$ cat src/rtl/load_store_unit.sv
// MEM-stage load/store unit: aligns stores into byte-enabled word requests, extends load data,
// and stalls the pipeline while a req/ack memory access is outstanding.
module load_store_unit #(
  parameter int unsigned Timeout = 16
) (
  input  logic        clk_i,
  input  logic        reset_ni,
  input  logic        ex_valid_i,
  input  logic        ex_mem_read_i,
  input  logic        ex_mem_write_i,
  input  logic [2:0]  ex_funct3_i,
  input  logic [31:0] ex_addr_i,
  input  logic [31:0] ex_wdata_i,
  input  logic [4:0]  ex_rd_i,
  input  logic        ex_reg_write_i,
  output logic        mem_req_o,
  output logic        mem_we_o,
  output logic [31:0] mem_addr_o,
  output logic [31:0] mem_wdata_o,
  output logic [3:0]  mem_be_o,
  input  logic        mem_ack_i,
  input  logic [31:0] mem_rdata_i,
  output logic        stall_o,
  output logic        wb_valid_o,
  output logic [4:0]  wb_rd_o,
  output logic [31:0] wb_data_o,
  output logic        wb_reg_write_o,
  output logic        misalign_o,
  output logic        bus_err_o
);

  localparam int unsigned CntW = (Timeout > 1) ? $clog2(Timeout) : 1;

  typedef enum logic {StIdle, StBusy} state_e;

  state_e          state_q, state_d;
  logic [CntW-1:0] cnt_q, cnt_d;
  logic            req_q, req_d;
  logic            we_q, we_d;
  logic [31:0]     addr_q, addr_d;
  logic [31:0]     wdata_q, wdata_d;
  logic [3:0]      be_q, be_d;
  logic [2:0]      f3_q, f3_d;
  logic [1:0]      off_q, off_d;
  logic [4:0]      rd_q, rd_d;
  logic            rw_q, rw_d;
  logic            wb_valid_q, wb_valid_d;
  logic [4:0]      wb_rd_q, wb_rd_d;
  logic [31:0]     wb_data_q, wb_data_d;
  logic            wb_rw_q, wb_rw_d;
  logic            misalign_q, misalign_d;
  logic            bus_err_q, bus_err_d;

  // Request decode from the EX/MEM register
  logic        is_byte, is_half, is_mem, misaligned;
  logic [31:0] wdata_rep;
  logic [3:0]  be_dec;

  always_comb begin
    is_byte    = (ex_funct3_i[1:0] == 2'b00);
    is_half    = (ex_funct3_i[1:0] == 2'b01);
    is_mem     = ex_mem_read_i | ex_mem_write_i;
    misaligned = (is_half & ex_addr_i[0]) | (!is_byte & !is_half & (ex_addr_i[1:0] != 2'b00));
    if (is_byte) begin
      wdata_rep = {4{ex_wdata_i[7:0]}};
      be_dec    = 4'b0001 << ex_addr_i[1:0];
    end else if (is_half) begin
      wdata_rep = {2{ex_wdata_i[15:0]}};
      be_dec    = ex_addr_i[1] ? 4'b1100 : 4'b0011;
    end else begin
      wdata_rep = ex_wdata_i;
      be_dec    = 4'b1111;
    end
  end

  // Load lane selection and extension, using the captured size and offset
  logic [7:0]  ld_byte;
  logic [15:0] ld_half;
  logic [31:0] ld_ext;

  always_comb begin
    unique case (off_q)
      2'd0:    ld_byte = mem_rdata_i[7:0];
      2'd1:    ld_byte = mem_rdata_i[15:8];
      2'd2:    ld_byte = mem_rdata_i[23:16];
      default: ld_byte = mem_rdata_i[31:24];
    endcase
    ld_half = off_q[1] ? mem_rdata_i[31:16] : mem_rdata_i[15:0];
    case (f3_q)
      3'b000:  ld_ext = {{24{ld_byte[7]}}, ld_byte};
      3'b100:  ld_ext = {24'b0, ld_byte};
      3'b001:  ld_ext = {{16{ld_half[15]}}, ld_half};
      3'b101:  ld_ext = {16'b0, ld_half};
      default: ld_ext = mem_rdata_i;
    endcase
  end

  always_comb begin
    state_d    = state_q;
    cnt_d      = cnt_q;
    req_d      = req_q;
    we_d       = we_q;
    addr_d     = addr_q;
    wdata_d    = wdata_q;
    be_d       = be_q;
    f3_d       = f3_q;
    off_d      = off_q;
    rd_d       = rd_q;
    rw_d       = rw_q;
    wb_valid_d = 1'b0;
    wb_rd_d    = wb_rd_q;
    wb_data_d  = wb_data_q;
    wb_rw_d    = 1'b0;
    misalign_d = 1'b0;
    bus_err_d  = 1'b0;

    unique case (state_q)
      StIdle: begin
        if (ex_valid_i) begin
          if (!is_mem) begin
            wb_valid_d = 1'b1;
            wb_rd_d    = ex_rd_i;
            wb_data_d  = ex_addr_i;
            wb_rw_d    = ex_reg_write_i;
          end else if (misaligned) begin
            misalign_d = 1'b1;
          end else begin
            state_d = StBusy;
            cnt_d   = '0;
            req_d   = 1'b1;
            we_d    = ex_mem_write_i;
            addr_d  = {ex_addr_i[31:2], 2'b00};
            wdata_d = wdata_rep;
            be_d    = be_dec;
            f3_d    = ex_funct3_i;
            off_d   = ex_addr_i[1:0];
            rd_d    = ex_rd_i;
            rw_d    = ex_reg_write_i;
          end
        end
      end
      StBusy: begin
        if (mem_ack_i) begin
          state_d    = StIdle;
          cnt_d      = '0;
          req_d      = 1'b0;
          wb_valid_d = 1'b1;
          wb_rd_d    = rd_q;
          wb_data_d  = we_q ? 32'b0 : ld_ext;
          wb_rw_d    = rw_q & !we_q;
        end else if (cnt_q == CntW'(Timeout - 1)) begin
          state_d   = StIdle;
          cnt_d     = '0;
          req_d     = 1'b0;
          bus_err_d = 1'b1;
        end else begin
          cnt_d = cnt_q + 1'b1;
        end
      end
      default: state_d = StIdle;
    endcase
  end

  always_ff @(posedge clk_i) begin
    if (!reset_ni) begin
      state_q    <= StIdle;
      cnt_q      <= '0;
      req_q      <= 1'b0;
      we_q       <= 1'b0;
      addr_q     <= '0;
      wdata_q    <= '0;
      be_q       <= '0;
      f3_q       <= '0;
      off_q      <= '0;
      rd_q       <= '0;
      rw_q       <= 1'b0;
      wb_valid_q <= 1'b0;
      wb_rd_q    <= '0;
      wb_data_q  <= '0;
      wb_rw_q    <= 1'b0;
      misalign_q <= 1'b0;
      bus_err_q  <= 1'b0;
    end else begin
      state_q    <= state_d;
      cnt_q      <= cnt_d;
      req_q      <= req_d;
      we_q       <= we_d;
      addr_q     <= addr_d;
      wdata_q    <= wdata_d;
      be_q       <= be_d;
      f3_q       <= f3_d;
      off_q      <= off_d;
      rd_q       <= rd_d;
      rw_q       <= rw_d;
      wb_valid_q <= wb_valid_d;
      wb_rd_q    <= wb_rd_d;
      wb_data_q  <= wb_data_d;
      wb_rw_q    <= wb_rw_d;
      misalign_q <= misalign_d;
      bus_err_q  <= bus_err_d;
    end
  end

  assign mem_req_o      = req_q;
  assign mem_we_o       = we_q;
  assign mem_addr_o     = addr_q;
  assign mem_wdata_o    = wdata_q;
  assign mem_be_o       = be_q;
  assign stall_o        = (state_q == StBusy);
  assign wb_valid_o     = wb_valid_q;
  assign wb_rd_o        = wb_rd_q;
  assign wb_data_o      = wb_data_q;
  assign wb_reg_write_o = wb_rw_q;
  assign misalign_o     = misalign_q;
  assign bus_err_o      = bus_err_q;

endmodule

$ cat config.mk
export PLATFORM = sky130hd
export DESIGN_NAME = load_store_unit
export DESIGN_NICKNAME = d
export VERILOG_FILES = /design/src/rtl/load_store_unit.sv
export SDC_FILE = /design/constraint.sdc
export NUM_CORES = 1
export LEC_CHECK = 0
export BUFFER_PORTS_ARGS = -buffer_cell sky130_fd_sc_hd__buf_2
export CAP_MARGIN = 20
export CORE_UTILIZATION = 49
export DETAILED_ROUTE_END_ITERATION = 12
export PLACE_DENSITY_LB_ADDON = 0.08
export SLEW_MARGIN = 20
export SYNTH_ARGS = -nofsm -noshare
export SYNTH_HDL_FRONTEND = slang
export SYNTH_SLANG_ARGS = --single-unit
$ cat constraint.sdc
create_clock -name clk_i -period 2.3 [get_ports clk_i]
set_clock_uncertainty 0.05 [all_clocks]
set_input_delay 0.23 -clock clk_i [delete_from_list [all_inputs] [get_ports clk_i]]
set_output_delay 0.23 -clock clk_i [all_outputs]
set_load 0.005 [all_outputs]
==> flow_summary_export.csv <==
group,metric,value,unit
sta,fmax,508,MHz
synth,synth_flop_cell,"dfxtp_1",
synth,synthDistinctLibCells,55,
worst_setup_path,criticalPathCategory,"flop to flop",
worst_setup_path,required,2590,ps
floorplanning,coreArea,11600,um^2
power_and_ir_drop,powerDensity,780,nW/um^2
floorplanning,start_util,51.1,%
power_and_ir_drop,vdd_drop_max,0.000459,V
run,drv_cap,0,
floorplanning,ios,223,
worst_setup_path,cp_slowest_stage_delay,580,ps
status,violations,"DRC",
clocking,root_buffer,"clkbuf_16",
status,status,"finished, violations left",
layout,drive_above_1_share,32.7,%
routing,wl_per_cell,17.1,um
routing,first_pass_iters,9,
placed_design,place_congestion,0.893,
synth,synth-edff-count,0,
floorplanning,die_h,112,um
floorplanning,die_x,112,um
clocking,numCtsBuffers,17,
layout,nFillCells,1035,
synth,avgSynthCellArea,8.23,um^2
synth,synth_most_common_cell,"nand2_1",
clocking,cts.htree.levels,4,
synth,synthTopCellsByCount,"nand2_1, dfxtp_1, a21oi_1",
synth,synth_seq_cells,125,
synth,yosysSeqAreaShare,42.4,%
layout,fin_nets,1026,
placed_design,hpwl,13300,um
clocking,cts_buffer_depth,2,
sta,hold_viol,0,
worst_hold_path,hold_class,"primary input to flop",
worst_setup_path,crit_path_max_fanout,17,
sta,slew_viol_final,0,
global_route,antenna_found_initial,1,
synth,ys_async_sr_fraction,0,%
clocking,cts_sinks,125,
clocking,cts_tree,"yes",
sta,tightest_slew,718,ps
routing,postRouteAntennaNets,0,
sta,fin_setup_tns,0,ps
worst_setup_path,cp_cell_sequence,"and2b_1 > buf_4 > a21boi_4 > o221ai_1 > a21oi_1",
synth,synthesis.area,5910,um^2
synth,yosysTopAreaCellShare,42.4,%
placed_design,port_buffers,220,
synth,synth_top_cell_by_area,"dfxtp_1",
worst_setup_path,worstSetupStartpointType,"flop",
global_route,grt_max_degree,71,
floorplanning,rows,39,
sta,period_share,85.6,%
routing,dr.first_iter.drc_count,349,
power_and_ir_drop,leakage,3.31,nW
routing,drt_wl_total,18300,um
synth,syn_inst,718,
global_route,grt.overflow.total,0,
routing,vias,5985,
layout,diodes,0,
worst_setup_path,crit_slowest_cell,"dfxtp_1",
global_route,grt_use_total,29.9,%
sta,min_period,1970,ps
sta,rsz0062_at_grt,"no",
synth,ys_top_cells_by_area,"dfxtp_1, nand2_1, a21oi_1, mux2i_1, o221ai_1",
worst_setup_path,end_kind,"flop",
layout,area_growth,29.3,%
clocking,cts-resized-gates,0,
synth,synth_warnings,0,
worst_setup_path,cp.arrival,2260,ps
global_route,grt_pass1_vias,5732,
clocking,cts-hold-fix-buffers,0,
placed_design,place_area,7040,um^2
sta,setup_violations,0,
clocking,cts_setup_buffers,0,
global_route,grt_pass1_wl,29300,um
sta,slew_headroom,52.0,%
routing,via_per_inst,5.59,
floorplanning,die_area,12500,um^2
clocking,clkTransAtPathRegs,50,ps
routing,drc,17,
clocking,clk_latency,410,ps
layout,final_area,7640,um^2
where the power goes:
group | leakage [nW] | switching [mW] | internal, mW
logic | 1.99 | 0.525 | 0.368
registers | 1.02 | 0.0736 | 2.30
clock network | 0.300 | 0.932 | 1.76
total | 3.31 | 1.53 | 4.43
critical path, delay by kind of cell (launching register included):
kind	cells	cell delay [ps]
simple gates	1	180
compound gates	3	870
buf+inv	1	200
flops	1	580
through the flow:
stage,std cells,setup WS (ps),hold slack [ps],util (%),total power [mW]
after floorplan,719,731,316,-,2.93
after global placement,1038,447,387,60.9,3.28
after detailed placement,1038,345,394,60.9,3.30
after CTS,1070,331,0.928,66.0,5.99
after global routing,1070,179,11.6,66.0,6.19
final,1070,332,11.4,66.0,5.96
final cells by class:
type	count	area [um^2]	area share (%)
clock buffer	26	519	6.80
inverter	10	38.8	0.508
tap	143	179	2.34
timing repair buffer	243	1290	16.8
sequential	125	2500	32.8
multi-input combinational	517	3030	39.7
clock inverter	6	80.1	1.05
sequential cells by signal, indices dropped and copies added, names as in the netlist, 2 cells and up:
register / flops
mem_addr_o: 30
wb_data_o: 32
wb_rd_o: 5
cnt_q: 4
mem_be_o: 4
rd_q: 5
mem_wdata_o: 32
off_q: 2
f3_q: 3
path summary, 6_finish.rpt:
check | startpoint | to | slack (ps) | cells after the start
worst max-delay path | stall_o$_SDFF_PN0_ | wb_data_o[24]$_SDFFE_PN0P_ | 330 | 5
worst min-delay path | ex_funct3_i[2] | f3_q[2]$_SDFFE_PN0P_ | 10 | 3
worst max register to register | stall_o$_SDFF_PN0_ | wb_data_o[24]$_SDFFE_PN0P_ | 330 | 5
worst min register to register | mem_addr_o[19]$_SDFFE_PN0P_ | mem_addr_o[19]$_SDFFE_PN0P_ | 400 | 2
layout by cell type (no fill, tap or decap), types with 10 or more instances in the layout:
| cell type | synthesis | layout |
|---|---|---|
| nand2_1 | 155 | 155 |
| nor2_1 | 35 | 35 |
| clkbuf_16 | 0 | 17 |
| dfxtp_1 | 125 | 125 |
| nor2b_1 | 15 | 15 |
| buf_2 | 19 | 220 |
| mux2i_1 | 23 | 23 |
| buf_4 | 12 | 22 |
| o21ai_0 | 42 | 42 |
| a21oi_1 | 111 | 111 |
| o221ai_1 | 25 | 25 |
| o21ai_1 | 10 | 10 |
| a211oi_1 | 14 | 14 |
| a31oi_1 | 11 | 11 |
routing by layer:
metal	global-route usage [%]	wire (um)	vias to the layer above
li1	-	-	2920
met1	36.1	7750	2775
met2	50.1	8810	251
met5	0	11	-
met3	7.78	1220	37
met4	12.8	484	2
kinds of logic after synthesis:
| kind of cell | after synthesis | synth area share [%] |
|---|---|---|
| AO/OA/AOI/OAI | 252 | 27.9 |
| AND/OR/NAND/NOR | 230 | 16.8 |
| flip-flops | 125 | 42.4 |
| buffers and inverters | 77 | 6.69 |
| multiplexers | 32 | 6.00 |
| adder cells (fa/ha/maj) | 1 | 0.212 |
| other | 1 | 0.0635 |
No activity file was read; power rests on OpenSTA's default activity.
